===== config.mk =====
export PLATFORM = sky130hd
export DESIGN_NAME = lc3_decode
export DESIGN_NICKNAME = d
export VERILOG_FILES = /design/src/rtl/lc3_decode_pkg.sv /design/src/rtl/lc3_decode_ctl.sv /design/src/rtl/lc3_decode.sv
export SDC_FILE = /design/constraint.sdc
export NUM_CORES = 1
export LEC_CHECK = 0
export ABC_AREA = 1
export BUFFER_PORTS_ARGS = -buffer_cell sky130_fd_sc_hd__clkbuf_2
export CORE_ASPECT_RATIO = 1.1
export CORE_UTILIZATION = 25
export DETAILED_ROUTE_END_ITERATION = 8
export GPL_ROUTABILITY_DRIVEN = 1
export SLEW_MARGIN = 0
export SYNTH_ARGS = -nofsm -noshare
export SYNTH_HDL_FRONTEND = slang
export SYNTH_SLANG_ARGS = --single-unit
export TNS_END_PERCENT = 10

===== constraint.sdc =====
create_clock -name clock -period 1.3 [get_ports clock]
set_input_delay 0.195 -clock clock [delete_from_list [all_inputs] [get_ports clock]]
set_output_delay 0.195 -clock clock [all_outputs]
set_load 0.005 [all_outputs]

===== src/rtl/lc3_decode_pkg.sv =====
// LC-3 decode stage shared definitions.
// Opcodes, control encodings, NOP word and decoded control bundle.
package lc3_decode_pkg;

    localparam logic [3:0] OP_BR  = 4'b0000;
    localparam logic [3:0] OP_ADD = 4'b0001;
    localparam logic [3:0] OP_LD  = 4'b0010;
    localparam logic [3:0] OP_ST  = 4'b0011;
    localparam logic [3:0] OP_AND = 4'b0101;
    localparam logic [3:0] OP_LDR = 4'b0110;
    localparam logic [3:0] OP_STR = 4'b0111;
    localparam logic [3:0] OP_NOT = 4'b1001;
    localparam logic [3:0] OP_LDI = 4'b1010;
    localparam logic [3:0] OP_STI = 4'b1011;
    localparam logic [3:0] OP_JMP = 4'b1100;
    localparam logic [3:0] OP_LEA = 4'b1110;

    localparam logic [1:0] ALU_ADD = 2'b00;
    localparam logic [1:0] ALU_AND = 2'b01;
    localparam logic [1:0] ALU_NOT = 2'b10;

    localparam logic [1:0] W_ALU = 2'b00;
    localparam logic [1:0] W_MEM = 2'b01;
    localparam logic [1:0] W_PC  = 2'b10;

    localparam logic [1:0] PCS1_OFF11 = 2'b00;
    localparam logic [1:0] PCS1_OFF9  = 2'b01;
    localparam logic [1:0] PCS1_OFF6  = 2'b10;
    localparam logic [1:0] PCS1_ZERO  = 2'b11;

    localparam logic PCS2_NPC  = 1'b1;
    localparam logic PCS2_VSR1 = 1'b0;

    // BR with nzp=000: never taken.
    localparam logic [15:0] DEF_NOP_INSTR = 16'h0000;

    typedef struct packed {
        logic [1:0] alu;
        logic [1:0] pcsel1;
        logic       pcsel2;
        logic       op2sel;
    } e_ctl_t;

    typedef struct packed {
        e_ctl_t     e;
        logic [1:0] w;
        logic       mem;
        logic       legal;
    } dec_t;

endpackage


===== src/rtl/lc3_decode_ctl.sv =====
// LC-3 opcode to control-bundle decoder.
// Purely combinational; unlisted opcodes decode as illegal.
module lc3_decode_ctl
    import lc3_decode_pkg::*;
(
    input  logic [3:0] opcode,
    input  logic       imm_flag,
    output dec_t       dec
);

    // Opcode lookup; every field defaults to zero.
    always_comb begin
        dec = '0;
        unique case (opcode)
            OP_ADD: begin
                dec.e.alu    = ALU_ADD;
                dec.e.op2sel = ~imm_flag;
                dec.w        = W_ALU;
                dec.legal    = 1'b1;
            end
            OP_AND: begin
                dec.e.alu    = ALU_AND;
                dec.e.op2sel = ~imm_flag;
                dec.w        = W_ALU;
                dec.legal    = 1'b1;
            end
            OP_NOT: begin
                dec.e.alu = ALU_NOT;
                dec.w     = W_ALU;
                dec.legal = 1'b1;
            end
            OP_BR: begin
                dec.e.pcsel1 = PCS1_OFF9;
                dec.e.pcsel2 = PCS2_NPC;
                dec.legal    = 1'b1;
            end
            OP_JMP: begin
                dec.e.pcsel1 = PCS1_ZERO;
                dec.e.pcsel2 = PCS2_VSR1;
                dec.legal    = 1'b1;
            end
            OP_LD: begin
                dec.e.pcsel1 = PCS1_OFF9;
                dec.e.pcsel2 = PCS2_NPC;
                dec.w        = W_MEM;
                dec.legal    = 1'b1;
            end
            OP_LDR: begin
                dec.e.pcsel1 = PCS1_OFF6;
                dec.e.pcsel2 = PCS2_VSR1;
                dec.w        = W_MEM;
                dec.legal    = 1'b1;
            end
            OP_LDI: begin
                dec.e.pcsel1 = PCS1_OFF9;
                dec.e.pcsel2 = PCS2_NPC;
                dec.w        = W_MEM;
                dec.mem      = 1'b1;
                dec.legal    = 1'b1;
            end
            OP_LEA: begin
                dec.e.pcsel1 = PCS1_OFF9;
                dec.e.pcsel2 = PCS2_NPC;
                dec.w        = W_PC;
                dec.legal    = 1'b1;
            end
            OP_ST: begin
                dec.e.pcsel1 = PCS1_OFF9;
                dec.e.pcsel2 = PCS2_NPC;
                dec.legal    = 1'b1;
            end
            OP_STR: begin
                dec.e.pcsel1 = PCS1_OFF6;
                dec.e.pcsel2 = PCS2_VSR1;
                dec.legal    = 1'b1;
            end
            OP_STI: begin
                dec.e.pcsel1 = PCS1_OFF9;
                dec.e.pcsel2 = PCS2_NPC;
                dec.mem      = 1'b1;
                dec.legal    = 1'b1;
            end
            default: dec = '0;
        endcase
    end

endmodule


===== src/rtl/lc3_decode.sv =====
// LC-3 decode stage: registers IR, npc and execute/mem/wb controls.
// Optional macro DECODE_ILLEGAL_FLAG_EN adds the illegal_op output.
module lc3_decode
    import lc3_decode_pkg::*;
#(
    parameter logic [15:0] NOP_INSTR = DEF_NOP_INSTR,
    parameter logic [15:0] RESET_NPC = 16'h0000
) (
    input  logic        clock,
    input  logic        reset,
    input  logic        enable_decode,
    input  logic        flush,
    input  logic [15:0] dout,
    input  logic [15:0] npc_in,
    output logic [15:0] IR,
    output logic [15:0] npc_out,
    output logic [5:0]  E_Control,
    output logic [1:0]  W_Control,
    output logic        Mem_Control,
`ifdef DECODE_ILLEGAL_FLAG_EN
    output logic        illegal_op,
`endif
    output logic        valid_out
);

    dec_t dec;

    lc3_decode_ctl u_ctl (
        .opcode   (dout[15:12]),
        .imm_flag (dout[5]),
        .dec      (dec)
    );

    // Pipeline register: flush beats load; illegal loads become NOP.
    always_ff @(posedge clock or posedge reset) begin
        if (reset) begin
            IR          <= NOP_INSTR;
            npc_out     <= RESET_NPC;
            E_Control   <= '0;
            W_Control   <= '0;
            Mem_Control <= 1'b0;
            valid_out   <= 1'b0;
        end else if (flush) begin
            IR          <= NOP_INSTR;
            npc_out     <= npc_in;
            E_Control   <= '0;
            W_Control   <= '0;
            Mem_Control <= 1'b0;
            valid_out   <= 1'b0;
        end else if (enable_decode) begin
            npc_out <= npc_in;
            if (dec.legal) begin
                IR          <= dout;
                E_Control   <= dec.e;
                W_Control   <= dec.w;
                Mem_Control <= dec.mem;
                valid_out   <= 1'b1;
            end else begin
                IR          <= NOP_INSTR;
                E_Control   <= '0;
                W_Control   <= '0;
                Mem_Control <= 1'b0;
                valid_out   <= 1'b0;
            end
        end
    end

`ifdef DECODE_ILLEGAL_FLAG_EN
    // Marks loads that hit an unlisted opcode; held on stall.
    always_ff @(posedge clock or posedge reset) begin
        if (reset) begin
            illegal_op <= 1'b0;
        end else if (flush) begin
            illegal_op <= 1'b0;
        end else if (enable_decode) begin
            illegal_op <= ~dec.legal;
        end
    end
`endif

endmodule


==> results of run 1 <==
layout make-up:
type	count	area, um2
multi-input cells	143	594.3
repair buffers	85	485.5
well taps	82	102.6
flip-flops and latches	42	1051
clock buffers	5	68.82
clock inverters	2	10.01
inverters	10	37.54
fillers	706	4283
power by group through the flow:
| stage | logic, W | registers, W | clock network (W) |
|---|---|---|---|
| floorplan | 0.000155 | 0.00146 | 0 |
| global placement | 0.000364 | 0.00145 | 0 |
| detailed placement | 0.000369 | 0.00145 | 0 |
| CTS | 0.000371 | 0.00143 | 0.000833 |
| global route | 0.000418 | 0.00144 | 0.000900 |
| finish | 0.000361 | 0.00143 | 0.000780 |
routing by layer:
layer	up-vias	track usage, %
met4	0	4.221
met1	683	14.90
met2	47	19.56
met5	-	0
li1	780	-
met3	4	3.878
final timing paths:
check                                   from  cells after the start            to  slack (ns)
worst max-delay path            E_Control[4]                      1  E_Control[4]        0.30
worst min-delay path               npc_in[3]                      3    npc_out[3]         0.1
worst max register to register  E_Control[4]                      2  E_Control[4]        0.65
worst min register to register    npc_out[8]                      2    npc_out[8]        0.47
max in group asynchronous              reset                      4         IR[6]        0.39
min in group asynchronous              reset                      3    npc_out[4]        0.47
what timing repair did:
action / in CTS / in global routing
endpoints found under the hold margin: 16 / 0
gates resized for setup: 0 / 0
hold buffers: 1 / 0
registers in the layout, indices dropped and copies added, names as in the netlist:
| register | cells |
|---|---|
| E_Control | 6 |
| valid_out | 1 |
| W_Control | 2 |
| Mem_Control | 1 |
| npc_out | 16 |
| IR | 16 |
cell usage in the layout, fill, tap and decap left out:
cell           count
dlygate4sd3_1      1
nor2_2             2
buf_4              4
nand3_1            5
inv_2              1
nand2_1          113
inv_1              8
nand2_2            8
o21ai_0            8
o21ai_2            1
nor2_1             3
buf_12             3
clkinv_1           1
nand4_1            1
clkbuf_8           5
dfrtp_1           42
clkinv_2           2
nor2_4             1
nor3_1             1
clkbuf_2          77
through the flow:
stage,total power [W],utilization (%),setup WS (ns)
2_1_floorplan,0.001613,-,0.1306
5_1_grt,0.002754,35.43,0.2503
3_3_place_gp,0.001815,34.09,0.09056
4_1_cts,0.002631,35.43,0.2824
3_5_place_dp,0.001819,34.09,0.07999
6_report,0.002567,35.43,0.3007
logic make-up (layout without fill, tap and decap cells):
| group | Yosys count | after routing | synth area share, % |
|---|---|---|---|
| simple gates | 134 | 134 | 31.71 |
| compound gates | 9 | 9 | 2.837 |
| flops | 42 | 42 | 61.09 |
| buf+inv | 17 | 102 | 4.363 |
==> results.json, run 1 <==
{
  "die_x_um": 81.10,
  "rsz0062_at_grt": "false",
  "cts_buffer_depth": 2,
  "dp_hpwl_um": 2969,
  "synthTopCellsByArea": "dfrtp_1 61%, nand2_1 25%, nand2_2 2.9%",
  "path_max_fanout": 2,
  "crit_type": "flop to primary output",
  "slew_headroom_pct": 69.66,
  "synth_largest_area_cell": "dfrtp_1",
  "cts-root-buf": "clkbuf_8",
  "wl_um": 4049,
  "power.switching_w": 0.0006588,
  "fmax_ghz": 1.001,
  "cap_violations": 0,
  "max-vdd-ir-drop_uv": 378.0,
  "synth-seq-cells": 42,
  "cellPowerDensity_nw_per_um2": 1092,
  "yosysMostFrequentCell": "nand2_1",
  "nNetsFinal": 323,
  "gp_congestion": 0.7646,
  "core_area_um2": 6633,
  "cts_buffers": 5,
  "crit_path_cell_trace": "clkbuf_2",
  "synth_common_cells": "113 x nand2_1, 42 x dfrtp_1, 9 x inv_1",
  "synth_area_um2": 1720,
  "hold_ws_ns": 0.09999,
  "io_pins": 78,
  "syn_nets": 238,
  "fp.dieH_um": 89.01,
  "synth.avg_cell_area_um2": 8.517,
  "design_area_um2": 2350,
  "start_util_pct": 25.94,
  "syn_to_final_growth_pct": 36.58,
  "clk_latency_ns": 0.28,
  "grt_pass1_wl_um": 6534,
  "slowest_stage": "dfrtp_1",
  "pwr-share-seq_pct": 55.5,
  "startpoint_type": "flop",
  "grt_use_total_pct": 12.01,
  "skew_ns": 0,
  "combPwrFrac_pct": 14.1,
  "p_leak_nw": 1.382,
  "finalNonFillerCells": 369,
  "wl_met3_um": 215,
  "drive_gt1_share_pct": 36.24,
  "vias": 1514,
  "status": "finished, final reports clean",
  "synthCells": 202,
  "m1WireLength_um": 1883,
  "p_sw_share_pct": 25.67,
  "path_buf_inv": 1,
  "tightest_slew_ns": 0.4540,
  "post_cts.repair.setup_buffers": 0,
  "synthFlopType": "dfrtp_1",
  "grt_overflow": 0,
  "hold_class": "input port to flop",
  "met2_length_um": 1914,
  "cp.required_ns": 1.11,
  "grt_max_degree": 30,
  "drt_iter0_drc": 34,
  "p_int_w": 0.001908,
  "ctsHtreeMaxLevel": 2,
  "end_kind": "primary output",
  "routed_via_density": 4.103,
  "ys_warn_count": 0,
  "pwr-share-clk_pct": 30.4,
  "grt_pass1_vias": 1445,
  "antenna_found_initial": 0,
  "portBuffers": 77,
  "hold_violations": 0,
  "slew_violations": 0,
  "cp_top_family": "flip-flops",
  "drcViolationCount": 0,
  "dieArea_um2": 7218,
  "clock-sinks": 42,
  "synth-async-reset-ratio_pct": 100.0,
  "clkTransAtPathRegs_ns": 0.08,
  "antennaDiodeCount": 0,
  "setup_violations": 0,
  "yosysUniqueCellTypes": 17,
  "wire_per_inst_um": 10.97,
  "synth_edf_count": 0,
  "tns_ns": 0,
  "first_pass_iters": 4,
  "dpl.cell_count": 361,
  "ant_nets": 0,
  "topRoutingLayerUsed": "met4",
  "finalCritPeriodShare_pct": 76.87,
  "max_stage_delay_ns": 0.40,
  "cp_data_arrival_time_ns": 0.80,
  "dpl_cell_area_um2": 2261,
  "seq_area_frac_synth_pct": 61.09,
  "synth.top_cell.area_share_pct": 61.09,
  "rows": 31,
  "finalCriticalPeriod_ns": 0.9993,
  "cts_tree": "done"
}
(Power assumes the default switching activity.)
==> run 2: changes to the inputs <==
ABC_AREA = 0   (was 1)
clock period = 0.8 ns   (was 1.3 ns; I/O delays follow)
==> results.json, run 2 <==
{
  "cts_tree": "done",
  "grt_use_total_pct": 11.98,
  "max_stage_delay_ns": 0.40,
  "reg2reg_to": "IR[9]",
  "antenna_found_initial": 0,
  "hold_class": "input port to flop",
  "synthFlopType": "dfrtp_1",
  "worstRegToRegCells": 2,
  "setup_violations": 70,
  "rows": 31,
  "tightest_slew_ns": 0.2665,
  "fp.dieH_um": 89.54,
  "end_kind": "primary output",
  "utilization_pct": 38.78,
  "first_pass_iters": 4,
  "failed_checks": "negative setup slack",
  "wl_um": 4041,
  "skew_ns": 0,
  "seq_area_frac_synth_pct": 60.34,
  "min_to": "IR[7]",
  "synth.avg_cell_area_um2": 12.81,
  "gp_congestion": 0.6854,
  "cts-root-buf": "clkbuf_8",
  "antennaDiodeCount": 0,
  "hold_depth": 2,
  "cp.required_ns": 0.68,
  "ctsHtreeMaxLevel": 2,
  "finalCriticalPeriod_ns": 0.9236,
  "core_area_um2": 6671,
  "synth_area_um2": 1742,
  "startpoint_type": "flop",
  "synth_largest_area_cell": "dfrtp_1",
  "ys_warn_count": 0,
  "finalCritPeriodShare_pct": 115.5,
  "io_pins": 78,
  "finalNonFillerCells": 312,
  "min_from": "dout[7]",
  "wire_per_inst_um": 12.95,
  "p_total_w": 0.004328,
  "final_cell_mix": "73 x clkbuf_2, 42 x dfrtp_1, 13 x mux2_2",
  "cts_buffer_depth": 2,
  "crit_type": "flop to primary output",
  "synth-async-reset-ratio_pct": 100.0,
  "rsz0062_at_grt": "true",
  "start_util_pct": 26.11,
  "clk_latency_ns": 0.28,
  "cp_top_family": "flip-flops",
  "cap_violations": 0,
  "grt_overflow": 0,
  "slew_headroom_pct": 82.16,
  "cellPowerDensity_nw_per_um2": 1673,
  "yosysMostFrequentCell": "dfrtp_1",
  "r2r_slack_ns": -0.01,
  "cp_data_arrival_time_ns": 0.80,
  "hold_violations": 0,
  "syn_to_final_growth_pct": 48.56,
  "p_leak_nw": 1.278,
  "dpl.cell_count": 299,
  "tns_ns": -4.843,
  "crit_path_cell_trace": "clkbuf_2",
  "syn_nets": 172,
  "drcViolationCount": 0,
  "clock-sinks": 42,
  "grt_max_degree": 23,
  "slowest_stage": "dfrtp_1",
  "path_buf_inv": 1,
  "status": "complete, but fails checks",
  "cts_buffers": 5,
  "dieArea_um2": 7305,
  "hold_ws_ns": 0.04534,
  "vias": 1406,
  "die_x_um": 81.58,
  "synth-seq-cells": 42,
  "drive_gt1_share_pct": 56.09,
  "setup_slack_ns": -0.1236,
  "r2r-start": "IR[9]",
  "clkTransAtPathRegs_ns": 0.07,
  "synthCells": 136,
  "grt_pass1_wl_um": 6458,
  "synth_common_cells": "42 x dfrtp_1, 17 x mux2_2, 12 x a22o_1",
  "path_max_fanout": 2,
  "ant_nets": 0,
  "top_regs": "IR x16, npc_out x16, E_Control x6",
  "grt_pass1_vias": 1298,
  "synth_edf_count": 0,
  "routed_via_density": 4.506,
  "drt_iter0_drc": 54,
  "synthTopCellsByArea": "dfrtp_1 60%, mux2_2 11%, a22o_1 6.0%",
  "yosysUniqueCellTypes": 27,
  "portBuffers": 77,
  "slew_violations": 0,
  "final_common_cell": "clkbuf_2",
  "nNetsFinal": 266,
  "synth.top_cell.area_share_pct": 60.34,
  "dp_hpwl_um": 2933,
  "fmax_ghz": 1.083,
  "max-vdd-ir-drop_uv": 881.3
}
run 2: changes by cell type after synthesis, moves of 3 or more:
cell,previous run,this run
a21oi_1,0,10
a22o_1,0,12
mux2_2,0,17
o21ai_0,8,0
clkbuf_1,2,5
nand2b_1,0,10
inv_1,9,1
nand2_1,113,3
nand2_2,8,0
run 2: through the flow:
stage	setup WS (ns)	area [um2]
floorplan	-0.2203	1745
global placement	-0.8830	2318
detailed placement	-0.9423	2318
CTS	-0.1497	2515
global route	-0.1783	2587
finish	-0.1236	2587
run 2: repair_timing:
action                                  4_1_cts  5_1_grt
buffers inserted                              1        4
hold endpoints to repair                     42        0
endpoints found under the setup margin       74       75
gates resized for setup                      15       13
hold buffers                                  1        0
pin swaps                                     1        0
run 2: how the worst max path moves through the flow:
| stage | startpoint | to | slack (ns) | depth (start not counted) |
|---|---|---|---|---|
| 2_1_floorplan | dout[12] | IR[0] | -0.22 | 4 |
| 3_3_place_gp | flush | IR[11] | -0.88 | 4 |
| 3_5_place_dp | dout[12] | IR[7] | -0.94 | 4 |
| 4_1_cts | IR[13] | IR[13] | -0.15 | 1 |
| 5_1_grt | IR[13] | IR[13] | -0.18 | 1 |
| 6_report | IR[13] | IR[13] | -0.12 | 1 |
run 2: cells by family after synthesis:
group	count (synthesis)	share of synthesized area (%)
buffers and inverters	12	3.376
AO/OA/AOI/OAI	28	11.93
multiplexers	17	10.99
flip-flops	42	60.34
AND/OR/NAND/NOR	37	13.36
run 2: final cells by class:
cell class / count / area (um2)
fill: 672 / 4084
sequential: 42 / 1051
multi-input combinational: 82 / 705.7
timing repair buffer: 98 / 644.4
tap: 82 / 102.6
clock buffer: 7 / 76.32
inverter: 1 / 7.507
run 2: power by group:
group | internal, W | total [W] | switching, W
Clock | 0.000601 | 0.00127 | 0.000664
Combinational | 0.000423 | 0.000743 | 0.000319
Sequential | 0.00225 | 0.00232 | 0.0000679
Total | 0.00328 | 0.00433 | 0.00105
run 2: routing by layer:
metal | up-vias | share of wire (%) | global-route usage [%]
met3 | 5 | 5.5 | 4.184
li1 | 676 | - | -
met1 | 677 | 45 | 15.88
met4 | 0 | 1.0 | 3.509
met2 | 48 | 48 | 18.41
met5 | - | 0 | 0
